**src/rtl/uart_tx_nch_if.sv**
```systemverilog
// uart_tx_nch request/line bundle.
// Master drives requests, slave is the transmitter.
interface uart_tx_nch_if #(
    parameter int DW = 8,
    parameter int SW = 2
);
    logic          tx_start;
    logic [DW-1:0] tx_data;
    logic [SW-1:0] ch_sel;
    logic [1:0]    parity_mode;
    logic          stop2;
    logic          tx;
    logic          tx_idle;
    logic          tx_done;

    modport master (
        output tx_start, tx_data, ch_sel, parity_mode, stop2,
        input  tx, tx_idle, tx_done
    );

    modport slave (
        input  tx_start, tx_data, ch_sel, parity_mode, stop2,
        output tx, tx_idle, tx_done
    );
endinterface

```
**src/rtl/uart_tx_nch.sv**
```systemverilog
// uart_tx_nch: multi-rate UART transmitter.
// Frame config is latched on acceptance.
module uart_tx_nch #(
    parameter int unsigned clock_freq = 100_000_000,
    parameter int unsigned ch_num = 4,
    parameter logic [32*ch_num-1:0] ch_rates =
        {32'd9600, 32'd19200, 32'd57600, 32'd115200},
    parameter int unsigned data_bits = 8
) (
    input logic         clk,
    input logic         rst,
    uart_tx_nch_if.slave bus
);
    localparam int SEL_W = (ch_num > 1) ? $clog2(ch_num) : 1;
    localparam int TAB_N = 1 << SEL_W;
    localparam logic [3:0] LAST_BIT = 4'(data_bits - 1);

    typedef enum logic [2:0] {
        S_IDLE,
        S_START,
        S_DATA,
        S_PAR,
        S_STOP
    } state_t;

    // Unused select codes alias channel 0.
    logic [31:0] div_tab [TAB_N];

    for (genvar k = 0; k < TAB_N; k++) begin : g_div
        if (k < ch_num) begin : g_on
            localparam int unsigned DIV =
                clock_freq / ch_rates[32*k +: 32];
            if (DIV < 2) begin : g_bad
                $error("uart_tx_nch: divisor below 2");
            end
            assign div_tab[k] = DIV;
        end else begin : g_off
            assign div_tab[k] = clock_freq / ch_rates[31:0];
        end
    end

    state_t               state_q, state_d;
    logic [data_bits-1:0] data_q, data_d;
    logic [31:0]          div_q, div_d;
    logic [31:0]          baud_q, baud_d;
    logic [3:0]           bit_q, bit_d;
    logic                 par_en_q, par_en_d;
    logic                 par_bit_q, par_bit_d;
    logic                 stop2_q, stop2_d;
    logic                 tx_q, tx_d;
    logic                 idle_q, idle_d;
    logic                 done_q, done_d;
    logic                 baud_last;

    assign baud_last = (baud_q == div_q - 32'd1);

    // Next-state, latched config and registered line value.
    always_comb begin
        state_d   = state_q;
        data_d    = data_q;
        div_d     = div_q;
        baud_d    = baud_last ? 32'd0 : baud_q + 32'd1;
        bit_d     = bit_q;
        par_en_d  = par_en_q;
        par_bit_d = par_bit_q;
        stop2_d   = stop2_q;
        tx_d      = tx_q;
        idle_d    = idle_q;
        done_d    = 1'b0;
        unique case (state_q)
            S_IDLE: begin
                baud_d = 32'd0;
                bit_d  = 4'd0;
                if (bus.tx_start) begin
                    state_d   = S_START;
                    data_d    = bus.tx_data;
                    div_d     = div_tab[bus.ch_sel];
                    par_en_d  = (bus.parity_mode == 2'b01) ||
                                (bus.parity_mode == 2'b10);
                    par_bit_d = (^bus.tx_data) ^
                                (bus.parity_mode == 2'b10);
                    stop2_d   = bus.stop2;
                    tx_d      = 1'b0;
                    idle_d    = 1'b0;
                end
            end
            S_START: begin
                if (baud_last) begin
                    state_d = S_DATA;
                    bit_d   = 4'd0;
                    tx_d    = data_q[0];
                end
            end
            S_DATA: begin
                if (baud_last) begin
                    if (bit_q == LAST_BIT) begin
                        bit_d = 4'd0;
                        if (par_en_q) begin
                            state_d = S_PAR;
                            tx_d    = par_bit_q;
                        end else begin
                            state_d = S_STOP;
                            tx_d    = 1'b1;
                        end
                    end else begin
                        bit_d  = bit_q + 4'd1;
                        data_d = data_q >> 1;
                        tx_d   = data_q[1];
                    end
                end
            end
            S_PAR: begin
                if (baud_last) begin
                    state_d = S_STOP;
                    bit_d   = 4'd0;
                    tx_d    = 1'b1;
                end
            end
            S_STOP: begin
                if (baud_last) begin
                    if (stop2_q && bit_q == 4'd0) begin
                        bit_d = 4'd1;
                    end else begin
                        state_d = S_IDLE;
                        bit_d   = 4'd0;
                        idle_d  = 1'b1;
                        done_d  = 1'b1;
                    end
                end
            end
            default: begin
                state_d = S_IDLE;
                tx_d    = 1'b1;
                idle_d  = 1'b1;
            end
        endcase
    end

    // State and datapath registers with synchronous reset.
    always_ff @(posedge clk) begin
        if (!rst) begin
            state_q   <= S_IDLE;
            data_q    <= '0;
            div_q     <= 32'd0;
            baud_q    <= 32'd0;
            bit_q     <= 4'd0;
            par_en_q  <= 1'b0;
            par_bit_q <= 1'b0;
            stop2_q   <= 1'b0;
            tx_q      <= 1'b1;
            idle_q    <= 1'b1;
            done_q    <= 1'b0;
        end else begin
            state_q   <= state_d;
            data_q    <= data_d;
            div_q     <= div_d;
            baud_q    <= baud_d;
            bit_q     <= bit_d;
            par_en_q  <= par_en_d;
            par_bit_q <= par_bit_d;
            stop2_q   <= stop2_d;
            tx_q      <= tx_d;
            idle_q    <= idle_d;
            done_q    <= done_d;
        end
    end

    assign bus.tx      = tx_q;
    assign bus.tx_idle = idle_q;
    assign bus.tx_done = done_q;
endmodule

```
**src/flat_wrapper.sv**
```systemverilog
// flat-port wrapper written by rule: the top's interface ports become plain ports
module uart_tx_nch_flat 
#(
    parameter int unsigned clock_freq = 100_000_000,
    parameter int unsigned ch_num = 4,
    parameter logic [32*ch_num-1:0] ch_rates =
        {32'd9600, 32'd19200, 32'd57600, 32'd115200},
    parameter int unsigned data_bits = 8
)
  (clk, rst, bus_tx_start, bus_tx_data, bus_ch_sel, bus_parity_mode, bus_stop2, bus_tx, bus_tx_idle, bus_tx_done);
  uart_tx_nch_if #(.DW(8), .SW(2)) bus_i ();
  input logic clk;
  input logic rst;
  input wire logic [$bits(bus_i.tx_start)-1:0] bus_tx_start;
  input wire logic [$bits(bus_i.tx_data)-1:0] bus_tx_data;
  input wire logic [$bits(bus_i.ch_sel)-1:0] bus_ch_sel;
  input wire logic [$bits(bus_i.parity_mode)-1:0] bus_parity_mode;
  input wire logic [$bits(bus_i.stop2)-1:0] bus_stop2;
  output wire logic [$bits(bus_i.tx)-1:0] bus_tx;
  output wire logic [$bits(bus_i.tx_idle)-1:0] bus_tx_idle;
  output wire logic [$bits(bus_i.tx_done)-1:0] bus_tx_done;
  assign bus_i.tx_start = bus_tx_start;
  assign bus_i.tx_data = bus_tx_data;
  assign bus_i.ch_sel = bus_ch_sel;
  assign bus_i.parity_mode = bus_parity_mode;
  assign bus_i.stop2 = bus_stop2;
  assign bus_tx = bus_i.tx;
  assign bus_tx_idle = bus_i.tx_idle;
  assign bus_tx_done = bus_i.tx_done;
  uart_tx_nch #(.clock_freq(clock_freq), .ch_num(ch_num), .ch_rates(ch_rates), .data_bits(data_bits)) u_core (.clk(clk), .rst(rst), .bus(bus_i));
endmodule
```
**config.mk**
```make
export PLATFORM = sky130hd
export DESIGN_NAME = uart_tx_nch_flat
export DESIGN_NICKNAME = d
export VERILOG_FILES = /design/src/rtl/uart_tx_nch_if.sv /design/src/rtl/uart_tx_nch.sv /design/src/flat_wrapper.sv
export SDC_FILE = /design/constraint.sdc
export NUM_CORES = 1
export LEC_CHECK = 0
export ABC_AREA = 1
export ABC_CLOCK_PERIOD_IN_PS = 2400
export CAP_MARGIN = 20
export CORE_UTILIZATION = 55
export DETAILED_ROUTE_END_ITERATION = 6
export PLACE_DENSITY_LB_ADDON = 0.1
export SLEW_MARGIN = 10
export SYNTH_ARGS = -nofsm -noshare
export SYNTH_HDL_FRONTEND = slang
export SYNTH_SLANG_ARGS = --single-unit
```
**constraint.sdc**
```tcl
create_clock -name clk -period 2.4 [get_ports clk]
set_input_delay 0.48 -clock clk [delete_from_list [all_inputs] [get_ports clk]]
set_output_delay 0.48 -clock clk [all_outputs]
set_load 0.005 [all_outputs]
```
# Yosys cells after proc, flatten, opt, wreduce, memory -nomap -nowiden
# Cells that the tools add are included.
totals:
  register_bits: 85
  out_inout_bits: 3
  elab_cells: 87
classes:
  n_addsub: 3
  magnitude_cmp: 1
  n_eq_ne: 17
  muxes: 33
  bitwise_logic: 5
  reduce_logical: 17
ops:
  columns: ["op", "n"]
  rows:
  - ["32-bit binary-select mux with 2-bit select", 1]
  - ["32-bit two-way mux", 2]
  - ["32-bit by 1-bit adder with 32-bit output, second input constant", 1]
  - ["32-bit equality test", 1]
  - ["32-bit by 1-bit subtractor with 32-bit output, second input constant", 1]
  - ["3-bit two-way mux", 8]
  - ["8-bit two-way mux", 3]
  - ["4-bit two-way mux", 4]
  - ["4-bit case mux with 4 select lines", 1]
  - ["8-bit case mux with 2 select lines", 1]
  - ["3-bit case mux with 5 select lines", 1]
  - ["2-bit by 1-bit != test with 1-bit output, second input constant", 6]
  - ["4-bit AND reduction", 3]
  - ["1-bit two-way mux", 10]
  - ["8-bit XOR reduction", 1]
  - ["7-bit AND reduction", 1]
  - ["3-bit by 2-bit equality test with 1-bit output, second input constant", 2]
  - ["2-bit != test, second input constant", 3]
  - ["3-bit OR reduction", 2]
  - ["1-bit case mux with 5 select lines", 1]
  - ["5-bit AND reduction", 1]
  - ["4-bit by 1-bit adder with 4-bit output, second input constant", 1]
  - ["4-bit by 3-bit equality test with 1-bit output, second input constant", 1]
  - ["4-bit zero test", 1]
  - ["17 further kinds", 19]

# Longest topological paths before layout
depth:
  ltp_word: 5
  mapped_depth: 21

# Worst setup path before layout
# Ideal clock, no wire load.
synth_timing:
  path_type: "register -> register"
  startpoint: "reg u_core.div_q[10]"
  endpoint: "reg u_core.state_q[1]"
  setup_ns: 0.113
  t_arrival_ns: 2.261
  setup_slack_ns: 0.026
  stages_incl_launch_ff: 21
  cell_sequence: "dfxtp_1 buf_6 nor2_4 nand3_4 nor2_8 buf_6 ha_1 nand2_1 inv_1 nor2_1 nand3_1 nor2_1 nand3_1 nor2_1 nand3_1 nor2_1 nand3_1 nand2_1 nand3_1 nor2_1 nor2_1"
synth_between:
  elab_chain_len: 4
  elab_cells_between_ends: 7
  classes_between: "1 x add/sub; 5 x eq/ne; 1 x reduce/logical"
synth_rtl:
  columns: ["element", "line", "source"]
  rows:
  - ["start: declaration", "uart_tx_nch.sv:44", "logic [31:0] div_q, div_d;"]
  - ["start signal: assignment", "uart_tx_nch.sv:156", "div_q <= div_d;"]
  - ["32-bit by 1-bit subtractor with 32-bit output (*)", "uart_tx_nch.sv:55", "assign baud_last = (baud_q == div_q - 32'd1);"]
  - ["32-bit equality test (*)", "uart_tx_nch.sv:55", null]
  - ["2-bit by 1-bit != test with 1-bit output (no line)", null, null]
  - ["7-bit AND reduction (no line) (*)", null, null]
  - ["end signal: assignment", "uart_tx_nch.sv:154", "state_q <= state_d;"]
  - ["end: declaration", "uart_tx_nch.sv:42", "state_t state_q, state_d;"]
# Every way passes the cells marked *; elsewhere a longest branch is shown, timed or not.
# A chain may end at the register's enable or synchronous reset.

# Worst setup path after layout
layout_timing:
  startpoint: "reg u_core.div_q[6]"
  endpoint: "reg u_core.state_q[0]"
# Same word-level chain as after synthesis.

==> impl_metrics.csv <==
group,metric,value,unit
drt,avgRoutedWirePerCell,14.3,um
cts,root_buffer,"clkbuf_8",
critical_path,regToRegStartpoint,"u_core.div_q[6]",
cts,cts_tree,"built",
timing,setup_violations,0,
critical_path,cp.required,2650,ps
synthesis,yosys.area.top_type,"dfxtp_1",
critical_path,path_class,"flip-flop to flip-flop",
run_status,status,"complete, no violations",
drt,wirelength,11800,um
global_route,grt_first_pass_wirelength,19500,um
place,dpl-instance-area,0.00474,mm^2
synthesis,synth_warnings,0,
cells_and_area,diodes,0,
global_route,grt_overflow_total,0,
synthesis,ys.flop_type,"dfxtp_1",
drt,drc_errors,0,
die,dieWidth,90.2,um
cells_and_area,fin_util,0.711,
global_route,track_usage,0.297,
critical_path,critPathArrivalTime,2630,ps
cells_and_area,regArea,0.00126,mm^2
cts,cts.sink_count,62,
timing,rsz0062_at_grt,"true",
hold_path,hold_start,"u_core.bus.tx_idle",
cells_and_area,syn_to_final_growth,22.5,%
synthesis,syn_inst,675,
cells_and_area,drive_above_1_share,0.179,
synthesis,synth_fp_nets,701,
critical_path,crit_family,"simple AND/OR/NAND/NOR gates",
die,start_util,0.580,
pwr,fin_total_pwr,0.00563,W
critical_path,crit_path_start_kind,"flip-flop",
cts,cts.hold.buffers_added,0,
cts,insertion_delay,350,ps
critical_path,slowest_stage,"dfxtp_4",
synthesis,netlist_area,0.00428,mm^2
timing,whs,443,ps
cells_and_area,fin_area,0.00524,mm^2
critical_path,crit_fanout,5,
critical_path,path_cells,"nor2_4 -> nand3_4 -> nor2_8 -> ha_4 -> nand2_4 -> inv_4 -> nor2_2 -> nand3_1 -> nor2_1 -> nand3_1 -> nor2_1 -> nand3_1 -> nor2_1 -> nand3_1 -> nand2_2 -> buf_6 -> nand3_2 -> nand2_1 -> nor2_1",
synthesis,synth_area_per_cell,6.34,um^2
critical_path,rrSetupSlack,20,ps
timing,worst_pin_slew,648,ps
cells_and_area,multi_input_area,0.00285,mm^2
drt,drtIter0Drc,216,
synthesis,synth_edf_count,0,
pwr,leakagePower,2.25,nW
synthesis,synth_seq_cells,62,
synthesis,yosysMostFrequentCell,"nand2_1",
synthesis,ys_top_cells_by_count,"nand2_1, nor2_1, inv_1",
pwr,irDropWorstVdd,0.697,mV
run,maxCapViolations,0,
hold_path,hold_depth,2,
cts,clockBufferDepth,2,
critical_path,cpPeakStageDelay,370,ps
timing,fin_skew,12.0,ps
die,core_area,0.00737,mm^2
timing,max_slew_margin,0.564,
die,num_rows,31,
timing,finalHoldViolations,0,
cells_and_area,nNetsFinal,752,
place,port-buffer-count,18,
die,die_h,90.2,um
cts,cts.clk_slew.worst_paths,80,ps
critical_path,path_buf_inv,2,
cts,cts_max_level,3,
global_route,antenna_found_initial,0,
die,ios,19,
place,gp_congestion,1.00,
drt,routed_via_density,5.46,
drt,vias,4528,
cells_and_area,fillers,670,
timing,finalCritPeriodShare,0.993,
hold_path,hold_class,"flip-flop to flip-flop",
synthesis,async_flop_share,0,
drt,route.antenna.remaining_nets,0,
drt,firstDrtPassIters,6,
place,dp.final_hpwl,8860,um
critical_path,ff2ff_path_depth,19,
timing,fin_crit,2380,ps
hold_path,hold-path-endpoint,"u_core.bus.tx_idle",
pwr,power_density,1070,mW/mm^2
synthesis,yosys-top-cells-area,"dfxtp_1, nand2_1, nor2_1",
synthesis,synth_cell_types,40,
die,dieArea,0.00813,mm^2
cts,cts_made_buffers,9,
critical_path,cp-end-kind,"flip-flop",
synthesis,seq_area_frac_synth,0.290,
timing,timing.final.max_slew_violations,0,
global_route,grt_pass1_vias,4261,
critical_path,rr_endpoint,"u_core.state_q[0]",
global_route,grt_max_degree,19,
timing,fmax,420,MHz
synthesis,synth_top_area_share,0.290,
==> worst reg2reg max path, stage by stage, from the launching register on <==
cell and delay (ps):
dfxtp_4 370, nor2_4 160, nand3_4 120, nor2_8 120, ha_4 210, nand2_4 80
inv_4 30, nor2_2 60, nand3_1 70, nor2_1 100, nand3_1 120, nor2_1 130
nand3_1 70, nor2_1 140, nand3_1 100, nand2_2 150, buf_6 120, nand3_2 60
nand2_1 60, nor2_1 40
==> cells by family (layout without fill, tap and decap cells) <==
| family | after synthesis | count (layout) | synth area share |
|---|---|---|---|
| and+or+nand+nor | 397 | 397 | 0.429 |
| buffers and inverters | 99 | 155 | 0.0948 |
| AOI/OAI and AO/OA | 79 | 79 | 0.0992 |
| DFF | 62 | 62 | 0.290 |
| xor gates and xnor gates | 28 | 28 | 0.0573 |
| adders and majority gates | 10 | 10 | 0.0292 |
==> worst max path at each step <==
stage | from | depth (start not counted) | end
4_1_cts | u_core.div_q[10] | 17 | u_core.data_q[6]
2_1_floorplan | u_core.div_q[10] | 20 | u_core.state_q[1]
3_3_place_gp | u_core.div_q[10] | 17 | u_core.data_q[7]
3_5_place_dp | u_core.div_q[10] | 17 | u_core.data_q[6]
5_1_grt | u_core.div_q[6] | 19 | u_core.state_q[1]
6_report | u_core.div_q[6] | 19 | u_core.state_q[0]
==> metrics by stage <==
step / instances / TNS (ps) / setup slack, ps
floorplan: 675 / 0 / 25.6
global placement: 807 / -189 / -26.8
detailed placement: 807 / -737 / -84.6
CTS: 823 / 0 / 4.41
global route: 830 / -874 / -152
finish: 830 / 0 / 17.1
==> sequential cells by signal, indices dropped and copies added, names as in the netlist <==
register,count
u_core.baud_q,32
u_core.bit_q,4
u_core.bus.tx,1
u_core.bus.tx_done,1
u_core.bus.tx_idle,1
u_core.data_q,8
u_core.div_q,9
u_core.par_bit_q,1
u_core.par_en_q,1
u_core.state_q,3
u_core.stop2_q,1
==> per-layer routing <==
layer | share of wire | wire length [um] | track usage
met3 | 0.056 | 667 | 0.0694
met1 | 0.45 | 5300 | 0.377
met4 | 0.022 | 259 | 0.134
met5 | 0 | 0 | 0
met2 | 0.47 | 5610 | 0.478
==> layout make-up <==
cell class	instances	area share
inverters	85	0.0614
well taps	99	0.0236
clock buffers	9	0.0236
clock inverters	7	0.0143
flip-flops and latches	62	0.240
repair buffers	54	0.0929
multi-input cells	514	0.544
==> power by group <==
group	internal (W)	switching [W]
Sequential	0.00119	0.000143
Combinational	0.00128	0.00207
Clock	0.000480	0.000455
Total	0.00296	0.00267
==> what timing repair did <==
item	CTS	global route
endpoints found under the setup margin	36	50
pin swaps	0	23
resized for setup	3	73
setup buffers	0	7
==> layout by cell type, fill, tap and decap left out, types with 3 or more instances in the layout <==
cell type / n
a211oi_1: 3
a21oi_1: 38
buf_4: 31
buf_6: 3
clkbuf_8: 9
clkdlybuf4s50_1: 18
clkinvlp_4: 3
dfxtp_1: 53
dfxtp_2: 6
dfxtp_4: 3
ha_1: 8
inv_1: 80
inv_2: 3
nand2_1: 167
nand2_2: 9
nand2_4: 7
nand3_1: 48
nand3_2: 5
nand3_4: 3
nand3b_1: 3
nand4_1: 13
nor2_1: 73
nor2_2: 17
nor2_4: 8
nor3_1: 20
nor3_4: 3
nor3b_1: 6
nor4_1: 5
o21ai_0: 21
o21ai_2: 3
or2_0: 3
xnor2_1: 12
xor2_1: 16
Note: power is estimated with default switching activity, not from simulation.
